**src/rtl/ramb16_s9_ctrl.sv**
```systemverilog
// Single-port access controller for an X_RAMB16_S9 block RAM: request stream to
// registered RAM port, parity generate/check, 2-cycle read response, background fill.
module ramb16_s9_ctrl #(
    parameter bit PARITY_ODD = 1'b0
) (
    input  logic        CLK,
    input  logic        SSR,
    input  logic        REQ_VALID,
    output logic        REQ_READY,
    input  logic        REQ_WE,
    input  logic [10:0] REQ_ADDR,
    input  logic [7:0]  REQ_DATA,
    output logic        RSP_VALID,
    output logic [7:0]  RSP_DATA,
    output logic        RSP_PERR,
    output logic [15:0] PERR_CNT,
    input  logic        FILL_START,
    input  logic [7:0]  FILL_DATA,
    output logic        BUSY,
    output logic [10:0] RAM_ADDR,
    output logic [7:0]  RAM_DI,
    output logic        RAM_DIP,
    output logic        RAM_EN,
    output logic        RAM_WE,
    output logic        RAM_SSR,
    input  logic [7:0]  RAM_DO,
    input  logic        RAM_DOP
);

    localparam int unsigned AW = 11;
    localparam int unsigned DW = 8;
    localparam int unsigned CW = 16;

    localparam logic [0:0] ST_IDLE = 1'b0;
    localparam logic [0:0] ST_FILL = 1'b1;

    logic [0:0]    state;
    logic [0:0]    state_nxt;
    logic [AW-1:0] fill_cnt;
    logic [DW-1:0] fill_byte;
    logic          ready_q;
    logic          busy_q;

    logic          en_nxt;
    logic          we_nxt;
    logic [AW-1:0] addr_nxt;
    logic [DW-1:0] di_nxt;
    logic          dip_nxt;

    logic          rd_q;
    logic          perr_c;

    // FILL_START masks ready in the same cycle so it wins over a pending request
    assign REQ_READY = ready_q & ~FILL_START;
    assign BUSY      = busy_q;

    // Next state and next RAM port drive
    always_comb begin
        state_nxt = state;
        en_nxt    = 1'b0;
        we_nxt    = 1'b0;
        addr_nxt  = RAM_ADDR;
        di_nxt    = RAM_DI;
        dip_nxt   = RAM_DIP;
        case (state)
            ST_IDLE: begin
                if (FILL_START) begin
                    state_nxt = ST_FILL;
                end else if (REQ_VALID && REQ_READY) begin
                    en_nxt   = 1'b1;
                    we_nxt   = REQ_WE;
                    addr_nxt = REQ_ADDR;
                    di_nxt   = REQ_DATA;
                    dip_nxt  = (^REQ_DATA) ^ PARITY_ODD;
                end
            end
            ST_FILL: begin
                en_nxt   = 1'b1;
                we_nxt   = 1'b1;
                addr_nxt = fill_cnt;
                di_nxt   = fill_byte;
                dip_nxt  = (^fill_byte) ^ PARITY_ODD;
                if (fill_cnt == {AW{1'b1}}) begin
                    state_nxt = ST_IDLE;
                end
            end
            default: state_nxt = ST_IDLE;
        endcase
    end

    always_ff @(posedge CLK) begin
        if (SSR) begin
            state     <= ST_IDLE;
            fill_cnt  <= '0;
            fill_byte <= '0;
            ready_q   <= 1'b0;
            busy_q    <= 1'b0;
        end else begin
            state   <= state_nxt;
            ready_q <= (state_nxt == ST_IDLE);
            busy_q  <= (state_nxt == ST_FILL);
            if (state == ST_IDLE && FILL_START) begin
                fill_cnt  <= '0;
                fill_byte <= FILL_DATA;
            end else if (state == ST_FILL) begin
                fill_cnt <= fill_cnt + AW'(1);
            end
        end
    end

    // Registered RAM port
    always_ff @(posedge CLK) begin
        RAM_SSR <= SSR;
        if (SSR) begin
            RAM_EN   <= 1'b0;
            RAM_WE   <= 1'b0;
            RAM_ADDR <= '0;
            RAM_DI   <= '0;
            RAM_DIP  <= 1'b0;
        end else begin
            RAM_EN   <= en_nxt;
            RAM_WE   <= we_nxt;
            RAM_ADDR <= addr_nxt;
            RAM_DI   <= di_nxt;
            RAM_DIP  <= dip_nxt;
        end
    end

    assign perr_c = (^RAM_DO) ^ RAM_DOP ^ PARITY_ODD;

    // Read-valid shift: port cycle -> RAM output cycle -> response
    always_ff @(posedge CLK) begin
        if (SSR) begin
            rd_q      <= 1'b0;
            RSP_VALID <= 1'b0;
            RSP_DATA  <= '0;
            RSP_PERR  <= 1'b0;
            PERR_CNT  <= '0;
        end else begin
            rd_q      <= RAM_EN & ~RAM_WE;
            RSP_VALID <= rd_q;
            if (rd_q) begin
                RSP_DATA <= RAM_DO;
                RSP_PERR <= perr_c;
                if (perr_c && PERR_CNT != {CW{1'b1}}) begin
                    PERR_CNT <= PERR_CNT + CW'(1);
                end
            end
        end
    end

endmodule

```
**config.mk**
```make
export PLATFORM = sky130hd
export DESIGN_NAME = ramb16_s9_ctrl
export DESIGN_NICKNAME = d
export VERILOG_FILES = /design/src/rtl/ramb16_s9_ctrl.sv
export SDC_FILE = /design/constraint.sdc
export NUM_CORES = 1
export LEC_CHECK = 0
export CORE_AREA = 2 2 73 145
export DETAILED_ROUTE_END_ITERATION = 8
export DIE_AREA = 0 0 75 147
export PLACE_DENSITY = 0.68
export SETUP_SLACK_MARGIN = 0.15
export SYNTH_ARGS = -nofsm -noshare
export SYNTH_HDL_FRONTEND = slang
export SYNTH_SLANG_ARGS = --single-unit
export TNS_END_PERCENT = 10
```
**constraint.sdc**
```tcl
create_clock -name CLK -period 4.69 [get_ports CLK]
set_input_delay 1.407 -clock CLK [delete_from_list [all_inputs] [get_ports CLK]]
set_output_delay 1.407 -clock CLK [all_outputs]
set_load 0.05 [all_outputs]
```
==> impl_metrics.csv, run 1 <==
group,metric,value,unit
outcome,outcome,"finished clean",
timing,final-setup-viol-count,0,
routing,detail_route.vias_per_cell,5.07,
cells_and_area,n_antenna_cell,0,
yosys,synth_register_bits,71,
placement,dp.final_hpwl,5880,um
die,die_x,75,um
yosys,synth-async-reset-ratio,0,%
yosys,mappedNetlistArea,3400,sq um
critical_path,reg_to_reg_slack_setup,2050,ps
cells_and_area,postLayoutCoreUtil,47.2,%
timing,timing.fmax,264,MHz
job,drv.max_cap_violation_count,0,
cells_and_area,fin_area,4700,sq um
clock_network,clock_sink_count,71,
yosys,syn_area_per_cell,8.58,sq um
critical_path,cp_max_fo,3,
die,placementRows,52,
yosys,yosysSeqAreaShare,41.9,%
yosys,syn_inst,396,
routing,detailedRoute.firstPassIterationCount,7,
cells_and_area,mostFrequentLayoutCells,"89 x sky130_fd_sc_hd__clkdlybuf4s50_1, 71 x sky130_fd_sc_hd__dfxtp_1, 58 x sky130_fd_sc_hd__nor2_1",
routing,total_number_of_vias,3126,
timing,drv_slew,0,
global_routing,grt_pass1_wl,14000,um
critical_path,ws_path_type,"in -> out",
die,top_level_ports,92,
cells_and_area,nets,520,
clock_network,hold_fix_buffer_count_after_cts,0,
timing,clock_skew,7.73,ps
timing,setup_total_negative_slack,0,ps
timing,final_hold_viol_count,0,
clock_network,clkLatencyLatePin,330,ps
worst_hold_path,min-delay-path-class,"reg -> reg",
routing,wirelength,8520,um
global_routing,grt_overflow,0,
power_and_ir_drop,power-per-cell-area,350,nW/um^2
die,die_area,11000,sq um
cells_and_area,layout.cells.most_common,"sky130_fd_sc_hd__clkdlybuf4s50_1",
power_and_ir_drop,max-vdd-ir-drop,0.216,mV
timing,worst_pin_slew,1190,ps
critical_path,crit_path_top_delay_cell,"sky130_fd_sc_hd__clkdlybuf4s50_1",
global_routing,antenna_found_initial,0,
routing,drc,0,
global_routing,grt_max_degree,54,
clock_network,numCtsBuffers,9,
clock_network,postCtsSetupRepairBufs,0,
critical_path,cp-end-kind,"output pin",
critical_path,critical_path_required,3280,ps
yosys,number_of_synthesized_flops_with_an_enable_pin,0,
global_routing,groute.usage.overall,16.1,%
clock_network,tritoncts,"done",
power_and_ir_drop,leakagePower,1.59,nW
placement,gp_routability_congestion,0.807,
yosys,synth_top_flop_cell,"sky130_fd_sc_hd__dfxtp_1",
cells_and_area,area_delta_synth_final,38.5,%
placement,area_after_detailed_placement,4400,sq um
die,initial_core_util,34.1,%
critical_path,arrival_worst_endpoint,2390,ps
routing,routed_wire_length_per_instance,13.8,um
critical_path,crit_path_cells,"clkdlybuf4s50_1 > nor2b_1 > buf_12",
placement,detailedPlace.worstSlack,851,ps
timing,timing.final.crit_period,3790,ps
die,core_area,9950,sq um
clock_network,cts_root_buffer,"sky130_fd_sc_hd__clkbuf_16",
timing,rsz0062_at_grt,"false",
placement,place_inst,601,
yosys,ys_warn_count,0,
routing,ant_nets,0,
clock_network,cts.reportedPaths.clkPinSlew,50,ps
placement,io_buffer_count,91,
cells_and_area,layoutNonFillerInstCount,616,
clock_network,clock_buffer_depth,2,
yosys,synth_nets,439,
power_and_ir_drop,p_total,1.65,mW
die,height_of_the_die,147,um
critical_path,worst_setup_path_start_kind,"primary input",
clock_network,h-tree-depth,3,
critical_path,timing.critical_path.slowest_cell_delay,450,ps
timing,maxSlewHeadroom,20.9,%
global_routing,first_global_vias,2952,
routing,dr_iter_0_viols,168,
timing,whs,420,ps
timing,fin_crit_sh,80.9,%
yosys,synth.lib_cells_used.distinct,42,
timing,fin_ws,896,ps
cells_and_area,drive_gt1_share,7.28,%
clock_network,ctsResizeCount,0,
[per-layer routing]
metal | global-route usage, % | wire length (um) | vias up
met5 | 0 | 0 | -
met4 | 5.09 | 118 | 0
met3 | 5.76 | 827 | 7
met2 | 24.2 | 3740 | 124
met1 | 21.4 | 3830 | 1431
li1 | - | - | 1564
[synth_stat cells, types with 2 or more instances]
cell,instances,area (sq um)
sky130_fd_sc_hd__nand2_1,53,199
sky130_fd_sc_hd__xnor2_1,19,166
sky130_fd_sc_hd__buf_1,2,7.51
sky130_fd_sc_hd__nand3_1,29,145
sky130_fd_sc_hd__a21oi_1,14,70.1
sky130_fd_sc_hd__nor3_1,4,20.0
sky130_fd_sc_hd__a311oi_1,19,166
sky130_fd_sc_hd__dfxtp_1,71,1420
sky130_fd_sc_hd__and3_1,3,18.8
sky130_fd_sc_hd__nor4_1,5,31.3
sky130_fd_sc_hd__o31ai_1,6,45.0
sky130_fd_sc_hd__nor4b_1,4,35.0
sky130_fd_sc_hd__inv_1,5,18.8
sky130_fd_sc_hd__ha_1,2,25.0
sky130_fd_sc_hd__xor2_1,8,70.1
sky130_fd_sc_hd__nand4_1,13,81.3
sky130_fd_sc_hd__or4_1,2,15.0
sky130_fd_sc_hd__clkbuf_1,20,75.1
sky130_fd_sc_hd__nor2b_1,13,81.3
sky130_fd_sc_hd__a211oi_1,2,15.0
sky130_fd_sc_hd__or3_1,3,18.8
sky130_fd_sc_hd__nor2_1,58,218
sky130_fd_sc_hd__mux2_1,3,33.8
sky130_fd_sc_hd__mux2_2,8,90.1
sky130_fd_sc_hd__mux2i_1,11,110
sky130_fd_sc_hd__nor4_2,3,37.5
[kinds of logic after synthesis]
group           count (synthesis)  share of synthesized area [%]
xor+xnor                       30                           9.25
compound gates                 46                           9.76
buf+inv                        29                           3.46
mux                            22                           6.89
simple gates                  196                           28.0
flops                          71                           41.9
fa+ha+maj                       2                          0.737
[area by class of cell]
| type | instances | area (sq um) |
|---|---|---|
| Clock buffer | 12 | 256 |
| Clock inverter | 3 | 42.5 |
| Fill cell | 950 | 5250 |
| Inverter | 5 | 18.8 |
| Multi-Input combinational cell | 296 | 1860 |
| Sequential cell | 71 | 1420 |
| Tap cell | 135 | 169 |
| Timing Repair Buffer | 94 | 938 |
[worst max-delay path, delay by kind of cell]
kind                   cells  cell delay [ps]
buffers and inverters      2              640
and+or+nand+nor            1              340
[flip-flops by register name, summed over array words and instances (netlist names), 8 cells and up]
name and flops:
RAM_ADDR 11, RSP_DATA 8, fill_cnt 11, fill_byte 8, RAM_DI 8, PERR_CNT 16
[power breakdown]
| group | internal (mW) | switching, mW | leakage (nW) |
|---|---|---|---|
| Combinational | 0.127 | 0.187 | 0.865 |
| Sequential | 0.631 | 0.0204 | 0.579 |
| Clock | 0.437 | 0.246 | 0.145 |
| Total | 1.19 | 0.454 | 1.59 |
[worst paths after layout]
check / start / end / depth (start not counted)
worst min register to register: RAM_WE$_SDFF_PP0_ / rd_q$_SDFF_PP0_ / 1
worst min-delay path: RAM_WE$_SDFF_PP0_ / rd_q$_SDFF_PP0_ / 1
worst max-delay path: FILL_START / REQ_READY / 3
worst max register to register: BUSY$_SDFF_PP0_ / fill_cnt[10]$_SDFFE_PP0P_ / 4
Power figures use the tool's default switching activity.
==> run 2, diff against run 1 <==
Clock period 4.69 ns to 3.55 ns, I/O delays scaled along.
==> run 2 against run 1 <==
  * Wire length is 0.55% higher
  * Via count shrank 1.0%
  * Clock power rose by 24%
  * Register-to-register slack lost 860 ps
  * Final cell count is 0.49% higher
  * First-iteration DRC count is 24% lower
  * Highest routed layer unchanged
==> impl_metrics.csv, run 2 (synthesis gave the netlist of run 1 again) <==
group,metric,value,unit
cells_and_area,drive_gt1_share,7.85,%
power_and_ir_drop,switchingPower,582,uW
timing,whs,423,ps
cells_and_area,layout.cells.most_common,"sky130_fd_sc_hd__clkdlybuf4s50_1",
routing,wirelength,8560,um
clock_network,clock_sink_count,71,
global_routing,first_global_vias,2891,
timing,timing.fmax,317,MHz
clock_network,tritoncts,"done",
power_and_ir_drop,combinational_group_share_of_total_power,19.9,%
global_routing,grt_pass1_wl,13800,um
routing,detail_route.vias_per_cell,5.00,
critical_path,worst_setup_path_start_kind,"primary input",
routing,detailedRoute.firstPassIterationCount,4,
routing,total_number_of_vias,3094,
job,drv.max_cap_violation_count,0,
power_and_ir_drop,p_total,2.13,mW
timing,fin_ws,395,ps
cells_and_area,area_delta_synth_final,38.9,%
clock_network,numCtsBuffers,9,
timing,final_hold_viol_count,0,
power_and_ir_drop,max-vdd-ir-drop,0.262,mV
timing,drv_slew,0,
power_and_ir_drop,leakagePower,1.60,nW
die,core_area,9950,sq um
timing,worst_pin_slew,748,ps
die,height_of_the_die,147,um
cells_and_area,layoutNonFillerInstCount,619,
die,die_area,11000,sq um
cells_and_area,fin_area,4720,sq um
routing,dr_iter_0_viols,128,
global_routing,grt_overflow,0,
worst_hold_path,min-delay-path-class,"reg -> reg",
global_routing,antenna_found_initial,0,
placement,area_after_detailed_placement,4430,sq um
critical_path,critical_path_required,2480,ps
timing,fin_crit_sh,88.9,%
cells_and_area,postLayoutCoreUtil,47.4,%
routing,drc,0,
cells_and_area,largest-register,"PERR_CNT",
cells_and_area,layout_top_registers,"PERR_CNT (16), RAM_ADDR (11), fill_cnt (11)",
routing,ant_nets,0,
cells_and_area,nets,524,
power_and_ir_drop,switching_share,27.3,%
cells_and_area,max_reg_flops,16,
placement,dp.final_hpwl,5870,um
die,initial_core_util,34.1,%
clock_network,h-tree-depth,3,
clock_network,ctsResizeCount,0,
power_and_ir_drop,power-per-cell-area,452,nW/um^2
die,die_x,75,um
timing,clock_skew,4.02,ps
critical_path,cp_max_fo,3,
critical_path,ws_path_type,"in -> out",
timing,final-setup-viol-count,0,
power_and_ir_drop,sequentialPowerShare,40.3,%
timing,timing.final.crit_period,3160,ps
timing,maxSlewHeadroom,49.8,%
global_routing,grt_max_degree,70,
power_and_ir_drop,part_of_the_total_power_dissipated_in_the_clock_network,39.7,%
clock_network,clkLatencyLatePin,330,ps
cells_and_area,mostFrequentLayoutCells,"89 x sky130_fd_sc_hd__clkdlybuf4s50_1, 71 x sky130_fd_sc_hd__dfxtp_1, 58 x sky130_fd_sc_hd__nor2_1",
clock_network,cts.reportedPaths.clkPinSlew,50,ps
critical_path,arrival_worst_endpoint,2090,ps
cells_and_area,n_antenna_cell,0,
clock_network,cts_root_buffer,"sky130_fd_sc_hd__clkbuf_16",
die,placementRows,52,
clock_network,postCtsSetupRepairBufs,0,
placement,gp_routability_congestion,0.784,
placement,place_inst,605,
clock_network,clock_buffer_depth,2,
die,top_level_ports,92,
placement,io_buffer_count,91,
outcome,outcome,"finished clean",
critical_path,cp-end-kind,"output pin",
routing,routed_wire_length_per_instance,13.8,um
placement,detailedPlace.worstSlack,120,ps
timing,setup_total_negative_slack,0,ps
clock_network,hold_fix_buffer_count_after_cts,0,
power_and_ir_drop,cell_internal_pwr,1.55,mW
timing,rsz0062_at_grt,"false",
global_routing,groute.usage.overall,15.9,%
[run 2: cell count changes in the layout (fill, tap and decap cells not counted)]
cell and change:
sky130_fd_sc_hd__buf_4 +4, sky130_fd_sc_hd__bufinv_16 -1, sky130_fd_sc_hd__clkinvlp_4 -1, sky130_fd_sc_hd__clkinv_2 -1
sky130_fd_sc_hd__clkbuf_8 +2
[run 2: worst paths after layout]
check                                        from                   endpoint  slack (ps)  depth (start not counted)
worst max-delay path                   FILL_START                  REQ_READY         390                          3
worst min-delay path            RAM_WE$_SDFF_PP0_            rd_q$_SDFF_PP0_         420                          1
worst max register to register    rd_q$_SDFF_PP0_  PERR_CNT[10]$_SDFFE_PP0P_        1190                          5
worst min register to register  RAM_WE$_SDFF_PP0_            rd_q$_SDFF_PP0_         420                          1
[run 2: layout make-up]
type                    count  area, sq um
clock buffers              14          284
fillers                   973         5240
inverters                   5         18.8
multi-input cells         296         1860
flip-flops and latches     71         1420
well taps                 135          169
repair buffers             98          968
[run 2: worst max-delay path, stage by stage]
cell,delay [ps]
sky130_fd_sc_hd__clkdlybuf4s50_1,450
sky130_fd_sc_hd__nor2b_1,370
sky130_fd_sc_hd__buf_12,190
[run 2: power by group through the flow]
stage          clock network [mW]  registers (mW)  logic (mW)
2_1_floorplan                   0           0.964       0.196
3_3_place_gp                    0           0.876       0.425
3_5_place_dp                    0           0.876       0.426
4_1_cts                     0.868           0.860       0.429
5_1_grt                     0.904           0.864       0.459
6_report                    0.847           0.859       0.425
[run 2: routing by layer]
layer  vias up  global-route usage [%]  part of all wire, %
met5         -                       0                    0
met3        10                    5.14                  8.5
met1      1401                    21.4                   46
met4         0                    6.34                  1.5
met2       124                    23.2                   44
li1       1559                       -                    -
